<file path="config.mk">
export PLATFORM = sky130hd
export DESIGN_NAME = mem_access_ctrl
export DESIGN_NICKNAME = d
export VERILOG_FILES = /design/src/rtl/mem_access_ctrl.sv
export SDC_FILE = /design/constraint.sdc
export NUM_CORES = 1
export LEC_CHECK = 0
export ABC_AREA = 1
export CORE_AREA = 2 2 151 153
export CTS_CLUSTER_DIAMETER = 50
export DETAILED_ROUTE_END_ITERATION = 8
export DIE_AREA = 0 0 153 155
export GPL_ROUTABILITY_DRIVEN = 0
export PLACE_DENSITY_LB_ADDON = 0.3
export REMOVE_ABC_BUFFERS = 1
export SYNTH_ARGS = -nofsm -noshare
export SYNTH_HDL_FRONTEND = slang
export SYNTH_SLANG_ARGS = --single-unit
</file>
<file path="constraint.sdc">
create_clock -name clk -period 1.52 [get_ports clk]
set_input_delay 0.38 -clock clk [delete_from_list [all_inputs] [get_ports clk]]
set_output_delay 0.38 -clock clk [all_outputs]
set_load 0.05 [all_outputs]
</file>
<file path="src/rtl/mem_access_ctrl.sv">
// ============================================================================
// mem_access_ctrl
// ----------------------------------------------------------------------------
// Bridges a single-request CPU access port to a 32-bit RAM that uses a
// return-to-zero ram_mfc handshake.
//
// Byte, halfword and word accesses take one RAM transaction. A doubleword
// access takes two word transactions: the first is at address with
// wdata[63:32], and the second is at (address+4) mod 512 with wdata[31:0].
//
// Each transaction runs through three states:
//   SETUP   - the RAM is idle while its address and data settle.
//   ACCESS  - ram_enable is high until ram_mfc=1.
//   RELEASE - ram_enable is low until ram_mfc=0.
// A watchdog limits each wait on an mfc edge to TIMEOUT_CYCLES cycles.
//
// Optional feature: define MEM_ACCESS_CTRL_ALIGN_CHECK_EN to reject
// misaligned halfword, word and doubleword requests. A rejected request
// completes with error=1 and makes no RAM transaction.
//
// Ports
//   clk, reset_n          : clock, asynchronous active-low reset
//   req                   : access request (sampled only when idle)
//   read_write            : 1 = read, 0 = write
//   data_length           : 0 byte, 1 halfword, 2 word, 3 doubleword
//   address [8:0]         : byte address
//   wdata [63:0]          : write data ([63:32] is the first doubleword word)
//   rdata [63:0]          : read data, zero-extended, held until next read
//   busy / done / error   : status; done pulses once, error is valid with done
//   ram_enable, ram_read_write, ram_data_length, ram_address, ram_data_in,
//   ram_data_out, ram_mfc : RAM-side handshake interface
// ============================================================================
module mem_access_ctrl #(
    parameter int TIMEOUT_CYCLES = 64
) (
    input  logic        clk,
    input  logic        reset_n,
    input  logic        req,
    input  logic        read_write,
    input  logic [1:0]  data_length,
    input  logic [8:0]  address,
    input  logic [63:0] wdata,
    output logic [63:0] rdata,
    output logic        busy,
    output logic        done,
    output logic        error,
    output logic        ram_enable,
    output logic        ram_read_write,
    output logic [1:0]  ram_data_length,
    output logic [8:0]  ram_address,
    output logic [31:0] ram_data_in,
    input  logic [31:0] ram_data_out,
    input  logic        ram_mfc
);

    localparam int               CNT_W    = $clog2(TIMEOUT_CYCLES + 1);
    localparam logic [CNT_W-1:0] CNT_LAST = CNT_W'(TIMEOUT_CYCLES - 1);
    localparam logic [CNT_W-1:0] CNT_ONE  = CNT_W'(1);

    typedef enum logic [2:0] {
        S_IDLE,
        S_SETUP,
        S_ACCESS,
        S_RELEASE,
        S_RESP
    } state_t;

    state_t r_state;
    state_t w_next_state;

    logic             r_rw;
    logic [1:0]       r_len;
    logic [8:0]       r_addr;
    logic [63:0]      r_wdata;
    logic             r_second;   // currently on the second doubleword word
    logic             r_error;
    logic [CNT_W-1:0] r_cnt;
    logic [63:0]      r_rbuf;     // assembles read data before it is published
    logic [63:0]      r_rdata;

    logic w_accept;
    logic w_misaligned;
    logic w_align_err;
    logic w_capture;
    logic w_timeout;
    logic w_cnt_clr;
    logic w_to_second;
    logic w_finish;
    logic w_is_dword;

    assign w_is_dword = (r_len == 2'd3);

`ifdef MEM_ACCESS_CTRL_ALIGN_CHECK_EN
    always_comb begin
        w_misaligned = 1'b0;
        case (data_length)
            2'd1:    w_misaligned = address[0];
            2'd2:    w_misaligned = (address[1:0] != 2'd0);
            2'd3:    w_misaligned = (address[2:0] != 3'd0);
            default: w_misaligned = 1'b0;
        endcase
    end
`else
    assign w_misaligned = 1'b0;
`endif

    // State register
    always_ff @(posedge clk or negedge reset_n) begin
        if (!reset_n) begin
            r_state <= S_IDLE;
        end else begin
            r_state <= w_next_state;
        end
    end

    // Next-state logic and status outputs
    always_comb begin
        w_next_state = r_state;
        w_accept     = 1'b0;
        w_align_err  = 1'b0;
        w_capture    = 1'b0;
        w_timeout    = 1'b0;
        w_cnt_clr    = 1'b0;
        w_to_second  = 1'b0;
        w_finish     = 1'b0;
        busy         = 1'b0;
        done         = 1'b0;
        error        = 1'b0;
        ram_enable   = 1'b0;
        case (r_state)
            S_IDLE: begin
                if (req) begin
                    w_accept = 1'b1;
                    if (w_misaligned) begin
                        w_align_err  = 1'b1;
                        w_next_state = S_RESP;
                    end else begin
                        w_next_state = S_SETUP;
                    end
                end
            end
            S_SETUP: begin
                busy         = 1'b1;
                w_cnt_clr    = 1'b1;
                w_next_state = S_ACCESS;
            end
            S_ACCESS: begin
                busy       = 1'b1;
                ram_enable = 1'b1;
                if (ram_mfc) begin
                    w_capture    = 1'b1;
                    w_cnt_clr    = 1'b1;
                    w_next_state = S_RELEASE;
                end else if (r_cnt == CNT_LAST) begin
                    w_timeout    = 1'b1;
                    w_next_state = S_RESP;
                end
            end
            S_RELEASE: begin
                busy = 1'b1;
                if (!ram_mfc) begin
                    if (w_is_dword && !r_second) begin
                        w_to_second  = 1'b1;
                        w_next_state = S_SETUP;
                    end else begin
                        w_finish     = 1'b1;
                        w_next_state = S_RESP;
                    end
                end else if (r_cnt == CNT_LAST) begin
                    w_timeout    = 1'b1;
                    w_next_state = S_RESP;
                end
            end
            S_RESP: begin
                done         = 1'b1;
                error        = r_error;
                w_next_state = S_IDLE;
            end
            default: w_next_state = S_IDLE;
        endcase
    end

    // Request latch, watchdog and read-data capture
    always_ff @(posedge clk or negedge reset_n) begin
        if (!reset_n) begin
            r_rw     <= 1'b0;
            r_len    <= 2'd0;
            r_addr   <= 9'd0;
            r_wdata  <= 64'd0;
            r_second <= 1'b0;
            r_error  <= 1'b0;
            r_cnt    <= '0;
            r_rbuf   <= 64'd0;
            r_rdata  <= 64'd0;
        end else begin
            if (w_accept) begin
                r_rw     <= read_write;
                r_len    <= data_length;
                r_addr   <= address;
                r_wdata  <= wdata;
                r_second <= 1'b0;
                r_error  <= w_align_err;
            end
            if (w_to_second) begin
                r_second <= 1'b1;
            end
            if (w_timeout) begin
                r_error <= 1'b1;
            end

            if (w_cnt_clr) begin
                r_cnt <= '0;
            end else if (r_state == S_ACCESS || r_state == S_RELEASE) begin
                r_cnt <= r_cnt + CNT_ONE;
            end else begin
                r_cnt <= '0;
            end

            if (w_capture && r_rw) begin
                case (r_len)
                    2'd0: r_rbuf <= {56'd0, ram_data_out[7:0]};
                    2'd1: r_rbuf <= {48'd0, ram_data_out[15:0]};
                    2'd2: r_rbuf <= {32'd0, ram_data_out};
                    default: begin
                        if (!r_second) begin
                            r_rbuf <= {ram_data_out, 32'd0};
                        end else begin
                            r_rbuf[31:0] <= ram_data_out;
                        end
                    end
                endcase
            end

            // rdata changes only when a read completes successfully, so it
            // stays stable across writes, timeouts and rejected requests.
            if (w_finish && r_rw) begin
                r_rdata <= r_rbuf;
            end
        end
    end

    assign rdata           = r_rdata;
    assign ram_read_write  = r_rw;
    assign ram_data_length = w_is_dword ? 2'd2 : r_len;
    assign ram_address     = r_second ? (r_addr + 9'd4) : r_addr;
    assign ram_data_in     = (w_is_dword && !r_second) ? r_wdata[63:32] : r_wdata[31:0];

endmodule

</file>
### Yosys cells after proc, flatten, opt, wreduce, memory -nomap -nowiden

Cells that the tools add are included.

* $add $sub $neg: 2
* equal/unequal tests: 10
* mux-type cells: 36
* reduce and logical (&&, ||, !) cells: 11

Operator list (count)
* one-hot mux 64 bit (3 select lines): 1
* 2-to-1 mux 32 bit: 3
* 2-to-1 mux 1 bit: 20
* 2-to-1 mux 3 bit: 5
* 2-to-1 mux 7 bit: 2
* one-hot mux 3 bit (4 select lines): 1
* adder 9 x 3 -> 9 bit, second input constant: 1
* 2-to-1 mux 9 bit: 1
* adder 7 x 1 -> 7 bit, second input constant: 1
* equality test 7 x 6 -> 1 bit, second input constant: 1
* equality test 3 x 2 -> 1 bit, second input constant: 2
* equality test 2 bit, second input constant: 2
* != test 4 x 1 -> 1 bit, second input constant: 1
* one-hot mux 1 bit (2 select lines): 2
* nonzero test 2 bit: 2
* equality test 3 x 1 -> 1 bit, second input constant: 1
* equality test 3 bit, second input constant: 1
* logical AND 1 bit: 3
* zero test 3 bit: 1
* OR reduction 3 bit: 1
* equality test 2 x 1 -> 1 bit, second input constant: 1
* zero test 2 bit: 1
* 2-to-1 mux 2 bit: 1
* != test 2 bit, second input constant: 1
* 3 further kinds: 3

* register bits after elaboration: 216
* input bits: 112
* output and inout port bits: 112
* logic and storage cells: 70

### Depth between registers and ports, before layout

* depth after elaboration: 6
* depth in mapped cells: 9
* gate-level depth less buffers: 8

### Least setup slack after synthesis

No wires, ideal clock.

* kind: reg-to-output
* start point: register r_second
* end point: output port ram_address[6]
* data arrival time: 1.729 ns
* data required time: 1.140 ns
* setup slack: -0.589 ns
* cell stages (with the launch flop): 5
* cells stage by stage: dfrtp_1 > buf_2 > clkbuf_1 > nand4_1 > xnor2_1

* word-level cells in the longest chain between the ends: 1

RTL lines
* start: declaration: line 75 `logic r_second;`
* start signal: assignment: line 190 `r_second <= 1'b0;`
* start signal: assignment: line 201 `r_second <= 1'b0;`
* start signal: assignment: line 205 `r_second <= 1'b1;`
* 2-to-1 mux 9 bit: line 245 `assign ram_address = r_second ? (r_addr + 9'd4) : r_addr;`
* end: declaration: line 50 `output logic [8:0] ram_address,`

Every way passes these cells.

### Worst setup path after layout

* start point: register r_len[1]
* end point: output port ram_data_in[15]

* word-level cells in the longest chain between the ends: 3

RTL lines
* start: declaration: line 72 `logic [1:0] r_len;`
* start signal: assignment: line 198 `r_len <= data_length;`
* equality test 2 bit: line 91 `assign w_is_dword = (r_len == 2'd3);`
* logical AND 1 bit: line 246 `assign ram_data_in = (w_is_dword && !r_second) ? r_wdata[63:32] : r_wdata[31:0];`
* 2-to-1 mux 32 bit: line 246
* end: declaration: line 51 `output logic [31:0] ram_data_in,`

Every way passes these cells.

==> impl_metrics.tcl <==
set metrics [dict create \
    synth_top_cell_by_area "dfrtp_1" \
    finish.utilization 0.755 \
    drive_gt1_frac 0.339 \
    max_freq_mhz 451 \
    grt_start_max_net_pins 57 \
    fin_nets 1661 \
    synth_edf_count 0 \
    yosysUniqueCellTypes 31 \
    drtIter0Drc 480 \
    cts.htree.levels 1 \
    synth-seq-area-share 0.543 \
    antennaDiodeCount 0 \
    clkTransAtPathRegs_ps 60 \
    hold_class "input port to async pin" \
    worst_slack_ps -699 \
    antenna_found_initial 0 \
    synth_top_area_frac 0.543 \
    die_area_mm2 0.0237 \
    violations "negative setup slack" \
    clock_path_buffers 3 \
    vias 9307 \
    period_needed_ps 2220 \
    endpoint_kind "output port" \
    synth_seq_cells 216 \
    route.detailed.drc 0 \
    arrival_ps 1840 \
    worst_slew_pin_slew_ps 329 \
    setup_viol 185 \
    grt-ovfl-total 0 \
    grt_usage 0.232 \
    rsz0062_at_grt "yes" \
    async_flop_share 1.00 \
    syn_avg_cell_area_um2 8.18 \
    pwr_density_cell_mw_per_mm2 2320 \
    die_w_um 153 \
    hpwl_um 17700 \
    clkSinkCount 216 \
    ant_nets 0 \
    post-route-period-util 1.46 \
    pre_cts_ws_ps -289 \
    cap_violations 0 \
    grt_pass1_vias 8924 \
    finalWirelength_um 32000 \
    finalPower_uw 39000 \
    syn_inst 1217 \
    slowest_stage "dfrtp_1" \
    path_cells "ha_4 > inv_2 > nor2_4 > buf_6 > nand2_1 > nand2_2 > buf_12" \
    synth_area_mm2 0.00996 \
    firstDrtPassIters 5 \
    vias_per_cell 5.05 \
    status "finished, violations left" \
    synthTopCellsByArea "dfrtp_1 (54%), nand2_1 (23%), o21ai_2 (5.6%)" \
    core_mm2 0.0222 \
    start_util 0.448 \
    fp.dieH_um 155 \
    critPathLaunchType "register" \
    slew_viol_final 0 \
    hold_slack_ps 325 \
    max_stage_delay_ps 400 \
    synth_warnings 0 \
    grt_pass1_wl_um 45000 \
    wl_per_cell_um 17.4 \
    row_count 55 \
    netlist_top_cells_count "nand2_1 (618), dfrtp_1 (216), inv_1 (111)" \
    hold_viol_final 0 \
    io_pins 224 \
    relSlewSlack 0.781 \
    yosysMostFrequentCell "nand2_1" \
    worstSetupPathType "register to output port" \
    ir_drop_mv 1.92 \
    clock_latency_ps 530 \
    crit_fanout 8 \
    numPortBuffers 223 \
    setup_tns_ps -65140 \
    clock_skew_ps 20.0 \
    cts_root_buf "clkbuf_16" \
    area_growth_pct 68.5 \
    cts_tree "built" \
    leakage_uw 0.00824 \
    required_ps 1140 \
    ys.flop_type "dfrtp_1" \
    numCtsBuffers 26 \
]
-- cell usage in the layout, fill, tap and decap left out, types with 3 or more instances in the layout --
cell	instances
nand2_1	506
dfrtp_1	201
buf_12	136
clkdlybuf4s50_1	110
inv_1	106
o21ai_2	69
buf_4	63
nand2_4	62
nand2_2	50
nand3_1	43
clkbuf_16	40
o21ai_1	24
buf_6	20
dfrtp_2	15
nor2_1	14
buf_8	11
nor2_4	8
o21ai_0	8
clkinv_2	7
inv_2	6
buf_16	5
nand3_2	4
ha_4	4
xor2_1	3
nand3_4	3
ha_1	3
clkbuf_8	3
-- logic make-up after synthesis --
family | count (synthesis) | share of synthesized area
adder cells (fa/ha/maj) | 8 | 0.0101
buffers and inverters | 178 | 0.0859
XOR/XNOR | 7 | 0.00616
AO/OA/AOI/OAI | 105 | 0.0776
flip-flops | 216 | 0.543
AND/OR/NAND/NOR | 703 | 0.278
-- registers in the layout (all words and copies together) (netlist names) --
name,flops
ram_read_write,1
r_error,1
r_wdata,64
r_addr,9
r_second,1
r_cnt,7
r_state,3
r_rbuf,64
r_len,2
rdata,64
-- worst paths after layout --
path | cells after the start | to | start | slack, ps
setup / recovery | 7 | ram_data_in[15] | r_len[1]$_DFFE_PN0P_ | -700
hold / removal | 2 | rdata[59]$_DFFE_PN0P_ | reset_n | 330
setup reg to reg | 11 | rdata[5]$_DFFE_PN0P_ | r_len[1]$_DFFE_PN0P_ | -460
hold reg to reg | 2 | r_wdata[20]$_DFFE_PN0P_ | r_wdata[20]$_DFFE_PN0P_ | 480
max in group asynchronous | 3 | rdata[2]$_DFFE_PN0P_ | reset_n | 610
min in group clk | 3 | r_wdata[31]$_DFFE_PN0P_ | wdata[31] | 380
-- timing repair --
item                       in CTS  in global routing
gates resized for setup        95                221
setup endpoints to repair     163                246
pin swaps                      10                 23
cloned                          4                 19
hold buffers                    1                  0
hold endpoints to repair       28                  0
setup buffers                  21                 27
-- critical path, delay by kind of cell, from the launching register on --
kind,cells,cell delay [ps]
simple gates,3,330
buf+inv,3,400
flops,1,400
fa+ha+maj,1,170
-- report_power, final --
group / switching [uW] / leakage, uW / internal [uW]
sequential: 2150 / 0.00282 / 8070
clock: 2490 / 0.000414 / 3560
combinational: 12200 / 0.00501 / 10500
total: 16800 / 0.00824 / 22200
-- layer usage --
metal	up-vias	part of all wire	track usage	wire length (um)
li1	4357	-	-	-
met1	4491	0.37	0.285	11900
met2	384	0.51	0.396	16300
met3	75	0.091	0.0786	2930
met4	0	0.031	0.0556	981
met5	-	0	0	0
-- per-stage QoR --
stage,instance area [um2],std cells
3_5_place_dp,14000,1732
3_3_place_gp,14000,1732
6_report,16800,1843
5_1_grt,16800,1843
2_1_floorplan,9540,1154
4_1_cts,15500,1802
-- area by class of cell --
class,instances,area (um2)
fillers,1424,5450
flip-flops and latches,216,5420
repair buffers,359,5160
multi-input cells,823,4560
clock buffers,32,724
inverters,115,439
well taps,285,357
clock inverters,13,114
Power figures use the tool's default switching activity.
==> RTL change, RTL diff (same settings) <==
Make the reset (`reset_n`) synchronous in 2 clocked blocks. Comments in the files are not updated.
--- a/src/rtl/mem_access_ctrl.sv
+++ b/src/rtl/mem_access_ctrl.sv
@@ -106,5 +106,5 @@
 
     // State register
-    always_ff @(posedge clk or negedge reset_n) begin
+    always_ff @(posedge clk) begin
         if (!reset_n) begin
             r_state <= S_IDLE;
@@ -182,5 +182,5 @@
 
     // Request latch, watchdog and read-data capture
-    always_ff @(posedge clk or negedge reset_n) begin
+    always_ff @(posedge clk) begin
         if (!reset_n) begin
             r_rw     <= 1'b0;
Function: differs if reset_n is asserted again (counterexample within 4 cycles, from zero or initial values and one cycle with reset_n low); with reset_n held inactive, the same outputs for 4 cycles.
==> RTL change against the original RTL <==
  * Critical endpoint is now ram_address[7]
  * Routed wire length up 7.6%
  * Die area unchanged
  * Area after synthesis down 13%
  * Sequential cell count unchanged
  * Critical path depth down 1
  * Cell area down 2.1%
  * The flow still finishes with violations (setup timing)
  * Worst setup slack better by 0.12 ns
  * Global-route usage up 0.54 points
Power is not compared: it rests on default switching activity, and its combinational part moved more than twofold at a synthesized area within 25%.
==> RTL change: results (changes against the original RTL) <==
stage,metric,value,unit,change
outcome,outcome,"finished, violations left",,unchanged
outcome,failing checks,setup timing,,unchanged
placement,pre-CTS WS,-0.344,ns,was -0.289 ns
sta,Setup Skew,0.0162,ns,was 0.0200 ns
clocking,Worst-Skew Late Latency,0.55,ns,was 0.53 ns
cells_and_area,layout cells sized above 1,39.9,%,was 33.9%
cells_and_area,Final nets,1555,,was 1661
cells_and_area,sequential fraction of total cell area,26.5,%,was 32.3%
global_routing,met2 usage,40.8,%,was 39.6%
cells_and_area,fillers,1432,,was 1424
drt,wire per inst,19.7,um,was 17.4 um
yosys,"Seq/Total Area, Yosys",50.0,%,was 54.3%
global_routing,grt met3 use,3.48,%,was 7.86%
placement,dpl hpwl,17.2,mm,was 17.7 mm
cells_and_area,multi-input gates,772,,was 823
global_routing,largest net degree at the start of global routing,65,,was 57
cells_and_area,diode count,3,,was 0
yosys,Synth top cells by count,"221 x nand2_1, 216 x dfxtp_1, 171 x nor2_1",,"was 618 x nand2_1, 216 x dfrtp_1, 111 x inv_1"
setup_path,R2R depth,10,,was 11
yosys,asr flop ratio synth,0,%,was 100%
yosys,largest cells by area after synthesis,"dfxtp_1 50%, nand2_1 9.6%, nor2_1 7.4%, a21oi_1 7.2%, o21ai_1 4.5%",,"was dfrtp_1 54%, nand2_1 23%, o21ai_2 5.6%, inv_1 4.2%, nand3_1 2.5%"
global_routing,vias in the first global route,8783,,was 8924
cells_and_area,Reg area,4350,um^2,was 5420 um^2
drt,Vias,9235,,was 9307
sta,# setup viols final,219,,was 185
setup_path,reg2reg end,r_wdata[27],,was rdata[5]
setup_path,R2R setup slack,-0.20,ns,was -0.46 ns
sta,setup ws final,-0.578,ns,was -0.699 ns
cells_and_area,nonclk inv count,81,,was 115
setup_path,Worst Setup EP,ram_address[7],,was ram_data_in[15]
drt,DR iter-0 viols,552,,was 480
cells_and_area,Multi-input gate area,5080,um^2,was 4560 um^2
yosys,mean post-synth cell area,7.51,um^2,was 8.18 um^2
[RTL change: cell families (layout without fill, tap and decap cells)]
| kind of cell | after synthesis | after routing | share of synthesized area [%] |
|---|---|---|---|
| AND/OR/NAND/NOR | 497 | 500 | 24.4 |
| AO/OA/AOI/OAI | 263 | 263 | 15.3 |
| flip-flops | 216 | 216 | 50.0 |
| buffers and inverters | 167 | 476 | 9.27 |
| XOR/XNOR | 7 | 7 | 0.709 |
| adder cells (fa/ha/maj) | 2 | 2 | 0.289 |
| other | 0 | 3 | 0 |
[RTL change: worst max-delay path: stages, from the launching register on]
cell and delay (ns):
dfxtp_2 0.36, buf_6 0.14, nand3_2 0.12, nor2_4 0.13
nand2_2 0.08, xor2_2 0.20, buf_12 0.16
[RTL change: per-layer routing]
| layer | part of all wire, % | vias up |
|---|---|---|
| li1 | - | 4340 |
| met1 | 40 | 4452 |
| met2 | 50 | 335 |
| met3 | 4.7 | 108 |
| met4 | 4.6 | 0 |
| met5 | 0 | - |
